`src/rtl/ta259_seq_bar_pkg.sv`:
```
// Shared types and constants for the ta259_seq_bar addressable latch / demux.
package ta259_seq_bar_pkg;

    // Serial frame loader states.
    typedef enum logic [1:0] {
        ST_IDLE = 2'd0,
        ST_LOAD = 2'd1,
        ST_DONE = 2'd2
    } ld_state_e;

    // Direct-write modes, encoded as {CLR_BAR, EN_BAR}.
    localparam logic [1:0] MODE_DEMUX = 2'b00;
    localparam logic [1:0] MODE_CLEAR = 2'b01;
    localparam logic [1:0] MODE_LATCH = 2'b10;
    localparam logic [1:0] MODE_MEM   = 2'b11;

endpackage

```
`src/rtl/ta259_seq_bar_addr_latch_core.sv`:
```
// Output register with the four 74x259 direct modes and a whole-word
// override used by the serial loader to commit a frame atomically.
module ta259_seq_bar_addr_latch_core
    import ta259_seq_bar_pkg::*;
#(
    parameter int WIDTH = 8,
    parameter int SELW  = 3
) (
    input  logic             clk,
    input  logic             rst_n,
    input  logic             clr_bar,
    input  logic             en_bar,
    input  logic [SELW-1:0]  sel,
    input  logic             d,
    input  logic             load_all,
    input  logic [WIDTH-1:0] load_val,
    output logic [WIDTH-1:0] q
);

    logic [WIDTH-1:0] q_q;
    logic [WIDTH-1:0] q_d;

    // Next Q: a frame commit wins over whatever direct mode is presented.
    always_comb begin
        q_d = q_q;
        if (load_all) begin
            q_d = load_val;
        end else begin
            unique case ({clr_bar, en_bar})
                MODE_LATCH: q_d[sel] = d;
                MODE_MEM:   q_d = q_q;
                MODE_DEMUX: begin
                    q_d      = '0;
                    q_d[sel] = d;
                end
                MODE_CLEAR: q_d = '0;
                default:    q_d = q_q;
            endcase
        end
    end

    // Output register.
    always_ff @(posedge clk or negedge rst_n) begin
        if (!rst_n) begin
            q_q <= '0;
        end else begin
            q_q <= q_d;
        end
    end

    assign q = q_q;

endmodule

```
`src/rtl/ta259_seq_bar.sv`:
```
// 8-line addressable latch / 1-to-8 demux with a serial frame loader.
// Handshake: a serial bit is transferred on a rising edge where SIN_VALID and
// SIN_READY are both high; SIN_READY is high only in LOAD and never depends
// combinationally on SIN_VALID, so the source may hold SIN_VALID freely.
module ta259_seq_bar
    import ta259_seq_bar_pkg::*;
#(
    parameter int WIDTH = 8,
    parameter int SELW  = 3
) (
    input  logic             CLK,
    input  logic             RST_BAR,
    input  logic             EN_BAR,
    input  logic             CLR_BAR,
    input  logic [SELW-1:0]  SEL,
    input  logic             D,
    input  logic             START,
    input  logic             ABORT,
    input  logic             SIN,
    input  logic             SIN_VALID,
    output logic             SIN_READY,
    output logic [WIDTH-1:0] Q,
    output logic             BUSY,
    output logic             DONE,
    output ld_state_e        STATE_DBG
);

    localparam logic [SELW-1:0] LAST_IDX = SELW'(WIDTH - 1);

    ld_state_e        state_q, state_d;
    logic [SELW-1:0]  count_q, count_d;
    logic [WIDTH-1:0] shadow_q, shadow_d;
    logic             commit;
    logic [WIDTH-1:0] commit_val;

    // Loader next-state: ABORT beats an accept, the last accept commits.
    always_comb begin
        state_d    = state_q;
        count_d    = count_q;
        shadow_d   = shadow_q;
        commit     = 1'b0;
        commit_val = {SIN, shadow_q[WIDTH-2:0]};
        unique case (state_q)
            ST_IDLE: begin
                if (START) begin
                    state_d = ST_LOAD;
                    count_d = '0;
                end
            end
            ST_LOAD: begin
                if (ABORT) begin
                    state_d = ST_IDLE;
                end else if (SIN_VALID) begin
                    shadow_d[count_q] = SIN;
                    if (count_q == LAST_IDX) begin
                        state_d = ST_DONE;
                        commit  = 1'b1;
                    end else begin
                        count_d = count_q + 1'b1;
                    end
                end
            end
            ST_DONE: state_d = ST_IDLE;
            default: state_d = ST_IDLE;
        endcase
    end

    // Loader state, bit counter and shadow frame.
    always_ff @(posedge CLK or negedge RST_BAR) begin
        if (!RST_BAR) begin
            state_q  <= ST_IDLE;
            count_q  <= '0;
            shadow_q <= '0;
        end else begin
            state_q  <= state_d;
            count_q  <= count_d;
            shadow_q <= shadow_d;
        end
    end

    ta259_seq_bar_addr_latch_core #(
        .WIDTH (WIDTH),
        .SELW  (SELW)
    ) u_core (
        .clk      (CLK),
        .rst_n    (RST_BAR),
        .clr_bar  (CLR_BAR),
        .en_bar   (EN_BAR),
        .sel      (SEL),
        .d        (D),
        .load_all (commit),
        .load_val (commit_val),
        .q        (Q)
    );

    // Status outputs are pure decodes of the state register.
    assign SIN_READY = (state_q == ST_LOAD);
    assign BUSY      = (state_q != ST_IDLE);
    assign DONE      = (state_q == ST_DONE);
    assign STATE_DBG = state_q;

endmodule

```
`config.mk`:
```
export PLATFORM = sky130hd
export DESIGN_NAME = ta259_seq_bar
export DESIGN_NICKNAME = d
export VERILOG_FILES = /design/src/rtl/ta259_seq_bar_pkg.sv /design/src/rtl/ta259_seq_bar_addr_latch_core.sv /design/src/rtl/ta259_seq_bar.sv
export SDC_FILE = /design/constraint.sdc
export NUM_CORES = 1
export LEC_CHECK = 0
export ABC_AREA = 1
export CAP_MARGIN = 25
export CORE_MARGIN = 4
export CORE_UTILIZATION = 48
export CTS_BUF_LIST = sky130_fd_sc_hd__clkbuf_4
export DETAILED_ROUTE_END_ITERATION = 8
export GPL_TIMING_DRIVEN = 1
export PLACE_DENSITY = 0.76
export SLEW_MARGIN = 20
export SYNTH_ARGS = -nofsm -noshare
export SYNTH_HDL_FRONTEND = slang
export SYNTH_SLANG_ARGS = --single-unit
```
`constraint.sdc`:
```
create_clock -name CLK -period 1.69 [get_ports CLK]
set_clock_uncertainty 0.1 [all_clocks]
set_input_delay 0.4225 -clock CLK [delete_from_list [all_inputs] [get_ports CLK]]
set_output_delay 0.4225 -clock CLK [all_outputs]
set_load 0.02 [all_outputs]
```
==> results.ini <==
[outcome]
status=completed

[logic_synthesis]
synth_area_mm2=0.00131
seq_area_frac_synth_pct=38.4
ys_types=23
synth_area_per_cell_um2=6.98
synth_top_cells_by_area=dfrtp_1, nand2_1, nand3_1, nor2_1, nand4_1
synth-seq-cells=20
synth_fp_nets=201
synth_warnings=0
yosys.cell_count.top_type=nand2_1
async_reset_ff_share_pct=100
ys.flop_type=dfrtp_1
synth_top_area_share_pct=38.4
synth_edf_count=0
synth_top_area_cell=dfrtp_1
syn_inst=187
synth_commonest_cells=nand2_1, nand3_1, dfrtp_1, nor2_1, inv_1

[global_route]
antenna_found_initial=0
grt_use_total_pct=19.0
grt_pass1_wl_um=5350
globalRouteOverflowTotal=0
grt_max_degree=26
grt_pass1_vias=1229

[critical_path]
crit_buf_inv=1
worst_setup_path_end_kind=primary output
cp.required_ns=1.17
criticalPathCategory=register to primary output
cpLargestDelayFamily=flip-flops
cpPeakStageDelay_ns=0.48
path_cells=dlygate4sd2_1
cp_max_fo=5
worstSetupStartpointType=register
slowest_stage=dfrtp_2
arrival_ns=1.12

[detailed_routing]
drc=0
wl_met2_um=1540
viasPerCell=5.16
highest_layer=met4
totalWireLength_um=3120
dr_wl_met3_um=151
ant_nets=0
vias=1327
drt_iter0_drc=74
wire_per_inst_um=12.1
wl_met1_um=1400
dr.pass1.iters=4

[place]
place.gp.congestion=0.872
io_buffers=24
dpl.hpwl_um=2380
dp_cells=250

[cts]
cts_tree=done
h-tree-depth=1
cts_hold_buf=0
numCtsBuffers=3
path_clk_slew_ns=0.12
insertion_delay_ns=0.30
cts_buffer_depth=2
cts_num_sinks=20
cts-root-buf=clkbuf_4

[pwr]
power.density_mw_per_mm2=693
ir_drop_mv=0.517
power.leakage_nw=0.977

[timing]
fin_crit_ns=1.64
rsz0062_at_grt=yes
max_freq_mhz=610
worstMarginPinSlew_ns=0.263
finalCritPeriodShare_pct=97.0
max_slew_margin_pct=82.5
timing.hold.ws_ns=0.346
slew_violations=0
setup_violations=0
setup_tns_ns=0
hold_violations=0

[layout]
postLayoutCoreUtil_pct=69.4
fin_nets=242
drive_gt1_share_pct=18.1
layoutNonFillerInstCount=257
antenna_cells=0
area_growth_syn_to_layout_pct=35.4

[floorplanning]
fp.dieH_um=60.1
start_util_pct=51.3
core_mm2=0.00254
rows=18
die-area_mm2=0.00362
dieWidth_um=60.1
num_io_pins=25

[worst_hold_path]
min_path_type=input port to async pin

[job]
drv_cap=0

==> path summary, 6_finish.rpt <==
check	start	end	slack (ns)	cells after the start
setup reg to reg	count_q[0]	u_core.q[7]	0.10	10
hold / removal	RST_BAR	count_q[2]	0.35	2
min in group CLK	shadow_q[6]	shadow_q[6]	0.41	2
max in group asynchronous	RST_BAR	STATE_DBG[1]	0.92	2
setup / recovery	STATE_DBG[1]	STATE_DBG[1]	0.05	1
hold reg to reg	shadow_q[6]	shadow_q[6]	0.41	2
==> power by group <==
group / switching, mW / internal (mW) / leakage (nW) / total, mW
registers: 0.0260 / 0.513 / 0.270 / 0.539
clock network: 0.151 / 0.239 / 0.0279 / 0.391
logic: 0.165 / 0.129 / 0.680 / 0.294
==> flip-flops by register name (all words and copies together) (netlist names) <==
signal / count
u_core.q: 8
shadow_q: 7
count_q: 3
STATE_DBG: 2
==> cell usage in the layout (no fill, tap or decap), types with 2 or more instances in the layout <==
| master | synthesis | final |
|---|---|---|
| nand2_4 | 1 | 2 |
| nand4_1 | 11 | 11 |
| dlygate4sd2_1 | 0 | 9 |
| o21ai_1 | 6 | 6 |
| nand3b_1 | 2 | 2 |
| nor2_4 | 3 | 4 |
| buf_6 | 2 | 2 |
| a21oi_1 | 2 | 2 |
| buf_4 | 0 | 18 |
| inv_1 | 15 | 15 |
| nor2_1 | 19 | 18 |
| nand2_1 | 61 | 60 |
| clkdlybuf4s50_1 | 0 | 11 |
| dfrtp_2 | 0 | 2 |
| clkbuf_4 | 0 | 3 |
| dfrtp_1 | 20 | 18 |
| nand3_1 | 30 | 30 |
==> layer usage <==
layer	vias to the layer above	track usage (%)
li1	687	-
met5	-	0
met4	0	4.11
met3	4	2.16
met2	29	34.1
met1	607	24.2
==> cells by family after synthesis <==
| group | count (synthesis) | synth area share, % |
|---|---|---|
| compound gates | 9 | 3.45 |
| fa+ha+maj | 2 | 1.92 |
| buf+inv | 26 | 9.11 |
| flops | 20 | 38.4 |
| mux | 1 | 0.767 |
| simple gates | 129 | 46.4 |
==> layout make-up <==
type                    count  area [um^2]
clock buffers               3         22.5
clock inverters             1         30.0
multi-input cells         141          703
inverters                  18         68.8
well taps                  30         37.5
fillers                   233          778
repair buffers             44          402
flip-flops and latches     20          503
==> timing repair <==
item | 4_1_cts | 5_1_grt
resized for setup | 26 | 7
cloned | 0 | 1
setup buffers | 2 | 0
setup endpoints to repair | 13 | 13
==> per-stage QoR <==
step / power, mW / area [um^2] / worst slack (ns)
6_report: 1.22 / 1770 / 0.0507
2_1_floorplan: 0.706 / 1310 / 0.0198
3_3_place_gp: 0.825 / 1680 / -0.113
3_5_place_dp: 0.833 / 1680 / -0.136
4_1_cts: 1.23 / 1730 / -0.00404
5_1_grt: 1.29 / 1770 / -0.0317
Power figures use the tool's default switching activity.
